## src/rtl/conv3x3_window_gen.sv

```systemverilog
// conv3x3_window_gen: streams raster pixels through two line buffers into a registered 3x3xNUM_CHANNELS window (WIN_POS_EN adds win_row/win_col)
module conv3x3_window_gen #(
  parameter int DATA_WIDTH   = 8,
  parameter int NUM_CHANNELS = 3,
  parameter int IMG_WIDTH    = 8,
  parameter int IMG_HEIGHT   = 8
) (
  input  logic                                   clk,
  input  logic                                   rst_n,
  input  logic                                   pix_valid,
  output logic                                   pix_ready,
  input  logic                                   pix_sof,
  input  logic [NUM_CHANNELS*DATA_WIDTH-1:0]     pix_data,
  output logic                                   win_valid,
  input  logic                                   win_ready,
  output logic [NUM_CHANNELS*9*DATA_WIDTH-1:0]   win_data,
  output logic                                   frame_done
`ifdef WIN_POS_EN
  ,
  output logic [$clog2(IMG_HEIGHT)-1:0]          win_row,
  output logic [$clog2(IMG_WIDTH)-1:0]           win_col
`endif
);
  localparam int PW = NUM_CHANNELS*DATA_WIDTH;
  localparam int RW = $clog2(IMG_HEIGHT);
  localparam int CW = $clog2(IMG_WIDTH);
  logic [PW-1:0] lb0 [IMG_WIDTH];
  logic [PW-1:0] lb1 [IMG_WIDTH];
  logic [PW-1:0] sr [3][3];
  logic [PW-1:0] nw [3][3];
  logic [PW-1:0] lb0_q, lb1_q;
  logic [RW-1:0] row, cur_row;
  logic [CW-1:0] col, cur_col;
  logic acc, emit, last, eol;
  logic [NUM_CHANNELS*9*DATA_WIDTH-1:0] win_next;
  assign pix_ready = !win_valid || win_ready;
  always_comb begin
    acc     = pix_valid && pix_ready;
    cur_row = pix_sof ? '0 : row;
    cur_col = pix_sof ? '0 : col;
    eol     = cur_col == CW'(IMG_WIDTH-1);
    last    = eol && cur_row == RW'(IMG_HEIGHT-1);
    emit    = acc && cur_row >= RW'(2) && cur_col >= CW'(2);
    lb0_q   = lb0[cur_col];
    lb1_q   = lb1[cur_col];
  end
  for (genvar r = 0; r < 3; r++) begin : g_row
    for (genvar k = 0; k < 3; k++) begin : g_col
      if (k < 2) begin : g_shift
        assign nw[r][k] = sr[r][k+1];
      end else begin : g_new
        assign nw[r][k] = r == 0 ? lb1_q : r == 1 ? lb0_q : pix_data;
      end
      for (genvar c = 0; c < NUM_CHANNELS; c++) begin : g_ch
        assign win_next[((c*9)+(r*3)+k)*DATA_WIDTH +: DATA_WIDTH] = nw[r][k][c*DATA_WIDTH +: DATA_WIDTH];
      end
    end
  end
  always_ff @(posedge clk) begin
    if (acc) begin
      lb1[cur_col] <= lb0_q;
      lb0[cur_col] <= pix_data;
      sr           <= nw;
    end
  end
  always_ff @(posedge clk) begin
    if (!rst_n) begin
      row        <= '0;
      col        <= '0;
      win_valid  <= 1'b0;
      win_data   <= '0;
      frame_done <= 1'b0;
`ifdef WIN_POS_EN
      win_row    <= '0;
      win_col    <= '0;
`endif
    end else begin
      frame_done <= acc && last;
      win_valid  <= emit || (win_valid && !win_ready);
      if (emit) win_data <= win_next;
      if (acc) begin
        col <= eol ? '0 : cur_col + 1'b1;
        row <= !eol ? cur_row : last ? '0 : cur_row + 1'b1;
      end
`ifdef WIN_POS_EN
      if (emit) begin
        win_row <= cur_row - 1'b1;
        win_col <= cur_col - 1'b1;
      end
`endif
    end
  end
endmodule

```

## config.mk

```make
export PLATFORM = sky130hd
export DESIGN_NAME = conv3x3_window_gen
export DESIGN_NICKNAME = d
export VERILOG_FILES = /design/src/rtl/conv3x3_window_gen.sv
export SDC_FILE = /design/constraint.sdc
export NUM_CORES = 1
export LEC_CHECK = 0
export ABC_AREA = 1
export CORE_MARGIN = 10
export CORE_UTILIZATION = 40
export CTS_BUF_LIST = sky130_fd_sc_hd__clkbuf_16
export DETAILED_ROUTE_END_ITERATION = 10
export HOLD_SLACK_MARGIN = 0.12
export MAX_ROUTING_LAYER = met4
export PLACE_DENSITY_LB_ADDON = 0.1
export SYNTH_ARGS = -nofsm -noshare
export SYNTH_HDL_FRONTEND = slang
export SYNTH_SLANG_ARGS = --single-unit
```

## constraint.sdc

```tcl
create_clock -name clk -period 18.16 [get_ports clk]
set_input_delay 3.632 -clock clk [delete_from_list [all_inputs] [get_ports clk]]
set_output_delay 3.632 -clock clk [all_outputs]
set_load 0.01 [all_outputs]
```

Word-level counts from Yosys, hierarchy flattened
Memory sizes are Yosys's and may differ from the RTL's.
Cells that the tools add are included.
Widths: inputs -> output; s select.
{"block": "classes", "n_addsub": 2, "magnitude_cmp": 2, "n_eq_ne": 2, "n_mux": 7, "reduce_logical": 10}
{"op": "$mux 3", "count": 5}
{"op": "$add 3x1->3 const B", "count": 2}
{"op": "$eq 3x3->1 const B", "count": 2}
{"op": "$ge 3x2->1 const B", "count": 2}
{"op": "$logic_and 1x1->1", "count": 6}
{"op": "$logic_not 1->1", "count": 2}
{"op": "$logic_or 1x1->1", "count": 2}
{"op": "$mux 1", "count": 2}
{"block": "word_totals", "regBits": 368, "ramBits": 384, "inputBits": 29, "elab_cells": 36, "memories": 2}
{"memory": "lb0", "depth": 8, "width": 24, "rd": 1, "rd_clocked_by_memory_dff": 0, "wr": 1, "line_no": "27", "rtl": "logic [PW-1:0] lb0 [IMG_WIDTH];"}
{"memory": "lb1", "depth": 8, "width": 24, "rd": 1, "rd_clocked_by_memory_dff": 0, "wr": 1, "line_no": "28", "rtl": "logic [PW-1:0] lb1 [IMG_WIDTH];"}

Longest topological paths before layout
{"block": "logic_depth", "depth_word": 6, "ltp_mapped": 13}

Worst setup path before layout
No wires, ideal clock.
{"block": "synth_timing", "path_type": "input to register", "start": "input port win_ready", "end": "memory lb0[0][0] (netlist name) (enable)", "setup_time_ps": 454, "t_arrival_ps": 7995, "required_ps": 17706, "slack_ps": 9712, "cell_stages": 6, "path_buffers": 0, "path_cell_list": "inv_1 > nand2_2 > nand2_2 > inv_2 > nand2_1 > nor2_1"}
{"block": "synth_between", "elab_chain_len": 4}
{"element": "from (decl)", "line_no": "15", "rtl": "input logic win_ready,"}
{"element": "$logic_or 1x1->1", "line_no": "36", "rtl": "assign pix_ready = !win_valid || win_ready;"}
{"element": "via pix_ready", "line_no": "11", "rtl": "output logic pix_ready,"}
{"element": "$logic_and 1x1->1", "line_no": "38", "rtl": "acc = pix_valid && pix_ready;"}
{"element": "via acc", "line_no": "34", "rtl": "logic acc, emit, last, eol;"}
{"element": "$mux 1", "line_no": "60", "rtl": "if (acc) begin"}
{"element": "$mux 1 (not written as such)", "line_no": "62", "rtl": "lb0[cur_col] <= pix_data;"}
{"element": "to (decl)", "line_no": "27"}
The timed path passes the listed nets, and every way through them passes these cells.

Worst setup path in the final report
{"block": "layout_timing", "start": "input port pix_sof", "end": "register win_data[166]"}
{"block": "layout_between", "elab_chain_len": 4, "elab_cells_between_ends": 7, "classes_between": "order compare: 2; mux: 2; reduce/logical: 2; memory: 1"}
{"element": "from (decl)", "line_no": "12", "rtl": "input logic pix_sof,"}
{"element": "$mux 3", "line_no": "39", "rtl": "cur_row = pix_sof ? '0 : row;"}
{"element": "$ge 3x2->1", "line_no": "43", "rtl": "emit = acc && cur_row >= RW'(2) && cur_col >= CW'(2);"}
{"element": "$logic_and 1x1->1 (2 in series)", "line_no": "43"}
{"element": "to (signal assigned)", "line_no": "80", "rtl": "if (emit) win_data <= win_next;"}
{"element": "to (decl)", "line_no": "16", "rtl": "output logic [NUM_CHANNELS*9*DATA_WIDTH-1:0] win_data,"}
Parallel ways exist; a longest one is shown, timed or not.
A chain may end at the register's enable or synchronous reset.

==> run_results.csv <==
group,metric,value,unit
run_status,status,"complete, no violations",
sta,timing.max_slew.rel_slack,21.36,%
route,dr_total_vias,18910,
power_and_ir_drop,p_int,2.879,mW
power_and_ir_drop,power_density,106.7,nW/um^2
job,maxCapViolCount,0,
cells_and_area,drive_gt1_share,5.133,%
route,via_per_inst,4.788,
critical_path,cp_max_fo,145,
grt,grt_usage,17.28,%
cells_and_area,fin_area,34790,um^2
clock_tree,cts_sinks,752,
synth,yosys.area.top_type,"edfxtp_1",
critical_path,r2r-end,"win_data[166]",
floorplan,coreArea,71730,um^2
clock_tree,ctsHoldBuffers,0,
synth,synth_top_flop_cell,"edfxtp_1",
power_and_ir_drop,sw_frac_of_total,22.46,%
power_and_ir_drop,power.switching,0.8340,mW
synth,synth_commonest_cells,"edfxtp_1, nor2_1, inv_1, nand2_1, nand3_1",
grt,gr-total-overflow,0,
synth,synth_edf_count,528,
cells_and_area,layout.nets,2963,
power_and_ir_drop,p_comb_share,5.7,%
sta,max_freq,0.1182,GHz
route,drtIter0Drc,1009,
route,drt_first_pass_iters,5,
grt,grt_antenna_before_repair,0,
critical_path,end_kind,"flip-flop",
critical_path,cp.arrival,8.92,ns
floorplan,io_pins,248,
critical_path,cp_slowest_cell,"inv_8",
floorplan,num_rows,98,
synth,yosysMostFrequentCell,"edfxtp_1",
grt,grt_pass1_vias,18970,
critical_path,cp_slowest_stage_delay,1.05,ns
grt,grt_pass1_wl,110000,um
clock_tree,clk_pin_slew,0.06,ns
synth,syn_area_per_cell,10.63,um^2
clock_tree,post-cts-setup-buffers,0,
critical_path,crit_start,"pix_sof",
sta,rsz0062_at_grt,"no",
floorplan,initial_core_util,40.46,%
floorplan,dieArea,83730,um^2
synth,synth-seq-cells,752,
critical_path,criticalPathCategory,"input pin to flip-flop",
synth,async_reset_ff_share,0,%
sta,slew_violations,0,
clock_tree,cts_resized,0,
critical_path,path_common_cell,"buf_4",
synth,syn_nets,2763,
sta,finalSetupTns,0,ns
clock_tree,clockBufferDepth,3,
power_and_ir_drop,irDropWorstVdd,73.67,uV
floorplan,die_width,289.4,um
synth,synth_warnings,0,
route,drc,0,
sta,skew,0.01758,ns
route,ant_nets,0,
synth,mappedNetlistArea,29020,um^2
sta,hold_viol,0,
placed_design,io_buffers,247,
clock_tree,cts_tree,"yes",
sta,tightest_slew,1.180,ns
critical_path,rrSetupSlack,13.64,ns
sta,hold_ws,0.4397,ns
synth,synth.area.top_cells,"edfxtp_1, dfxtp_1, nor2_1, inv_1, nand2_1",
clock_tree,cts_made_buffers,83,
route,wl_per_cell,17.88,um
power_and_ir_drop,leakage,13.90,nW
cells_and_area,n_antenna_cell,0,
clock_tree,clkLatencyLatePin,0.61,ns
critical_path,r2r-start,"win_valid",
synth,ys_types,25,
sta,period_needed,8.460,ns
placed_design,gp_congestion,0.7231,
sta,fin_crit_sh,46.59,%
clock_tree,h-tree-depth,3,
hold_path,hp-start,"nw[96]",
hold_path,holdPathStages,0,
synth,seq_area_frac_synth,70.08,%
critical_path,startpoint_type,"input pin",
placed_design,hpwlAfterDp,39560,um
placed_design,placed_area,32220,um^2
critical_path,ff2ff_path_depth,7,
sta,setup_violations,0,
critical_path,worstPathRequired,18.62,ns
grt,grt_max_degree,146,
floorplan,dieHeight,289.4,um
power_and_ir_drop,p_clk_share,42.4,%
power_and_ir_drop,power_frac_seq,51.9,%
synth,syn_inst,2729,
clock_tree,clock-root-buffer,"clkbuf_16",
route,totalWireLength,70620,um
hold_path,min_to,"nw[120]",
hold_path,hold_path.class,"flip-flop to flip-flop",
critical_path,crit_chain,"clkdlybuf4s50_1, inv_6, buf_4, nand2_1, nand3b_1, nand3_4, inv_8, buf_4, a21oi_1",
synth,synth_top_area_share,54.63,%
cells_and_area,area_growth_syn_to_layout,19.88,%
==> layout by cell type, fill, tap and decap left out, types with 2 or more instances in the layout <==
cell             Yosys  final
a21oi_1             52     52
a31oi_1              2      2
buf_4                3     23
bufinv_16            0      4
clkbuf_16            0     86
clkdlybuf4s50_1      0    246
clkinv_1             0     19
clkinv_2             0     11
dfxtp_1            224    223
edfxtp_1           528    528
ha_1                 5      5
inv_1              397    425
inv_2                3      2
inv_6                0      8
nand2_1            396    395
nand2_2              2      2
nand3_1            288    288
nand3b_1            97     97
nor2_1             401    391
nor2_4               0     11
o21ai_0            173    173
==> worst max path at each step <==
stage | endpoint | slack, ns | cells after the start
floorplan | lb0[0][0] | 9.71 | 6
global placement | win_data[186] | 8.97 | 9
detailed placement | win_data[166] | 8.80 | 9
CTS | win_data[166] | 9.47 | 9
global route | win_data[171] | 9.05 | 10
finish | win_data[166] | 9.70 | 9
==> critical path: cells and delay by family <==
family	cells	cell delay, ns
buffers and inverters	5	3.83
and+or+nand+nor	3	1.10
AOI/OAI and AO/OA	1	0.17
==> power by group through the flow <==
stage / clock network [mW] / logic, mW / registers, mW
2_1_floorplan: 0 / 0.120 / 1.96
3_3_place_gp: 0 / 0.212 / 1.96
3_5_place_dp: 0 / 0.216 / 1.96
4_1_cts: 1.62 / 0.217 / 1.93
5_1_grt: 1.69 / 0.237 / 1.93
6_report: 1.57 / 0.210 / 1.93
==> flip-flops by register name, indices dropped and copies added (netlist names) <==
register / count
col: 3
win_valid: 1
lb1: 192
nw: 144
lb0: 192
frame_done: 1
row: 3
win_data: 216
==> cells by family (layout without fill, tap and decap cells) <==
logic type	Yosys count	count (layout)	share of synthesized area, %
AOI/OAI and AO/OA	229	229	3.966
adders and majority gates	5	5	0.2156
buffers and inverters	556	827	7.838
DFF	752	752	70.08
and+or+nand+nor	1187	1187	17.90
==> final cells by class <==
class / instances / area (um^2)
sequential: 752 / 20340
tap: 950 / 1189
inverter: 401 / 1523
clock buffer: 86 / 2152
multi-input combinational: 1421 / 6515
timing repair buffer: 270 / 2646
fill: 6481 / 36940
clock inverter: 70 / 424.2
==> stage by stage <==
| step | util, % | setup WS (ns) | cells | power, mW |
|---|---|---|---|---|
| 2_1_floorplan | - | 9.712 | 2729 | 2.081 |
| 3_3_place_gp | 44.91 | 8.967 | 3794 | 2.175 |
| 3_5_place_dp | 44.91 | 8.801 | 3794 | 2.181 |
| 4_1_cts | 48.50 | 9.469 | 3950 | 3.769 |
| 5_1_grt | 48.50 | 9.053 | 3950 | 3.862 |
| 6_report | 48.50 | 9.700 | 3950 | 3.713 |
==> metal layers <==
layer  part of all wire, %  vias up  global-route usage [%]  routed length [um]
met2                    49      326                   28.59               34530
met5                     0        -                       -                   0
met4                   1.7        0                   3.887                1183
met1                    45     9173                   21.83               31740
met3                   4.5       90                   3.220                3169
li1                      -     9325                       -                   -
Power figures use the tool's default switching activity.
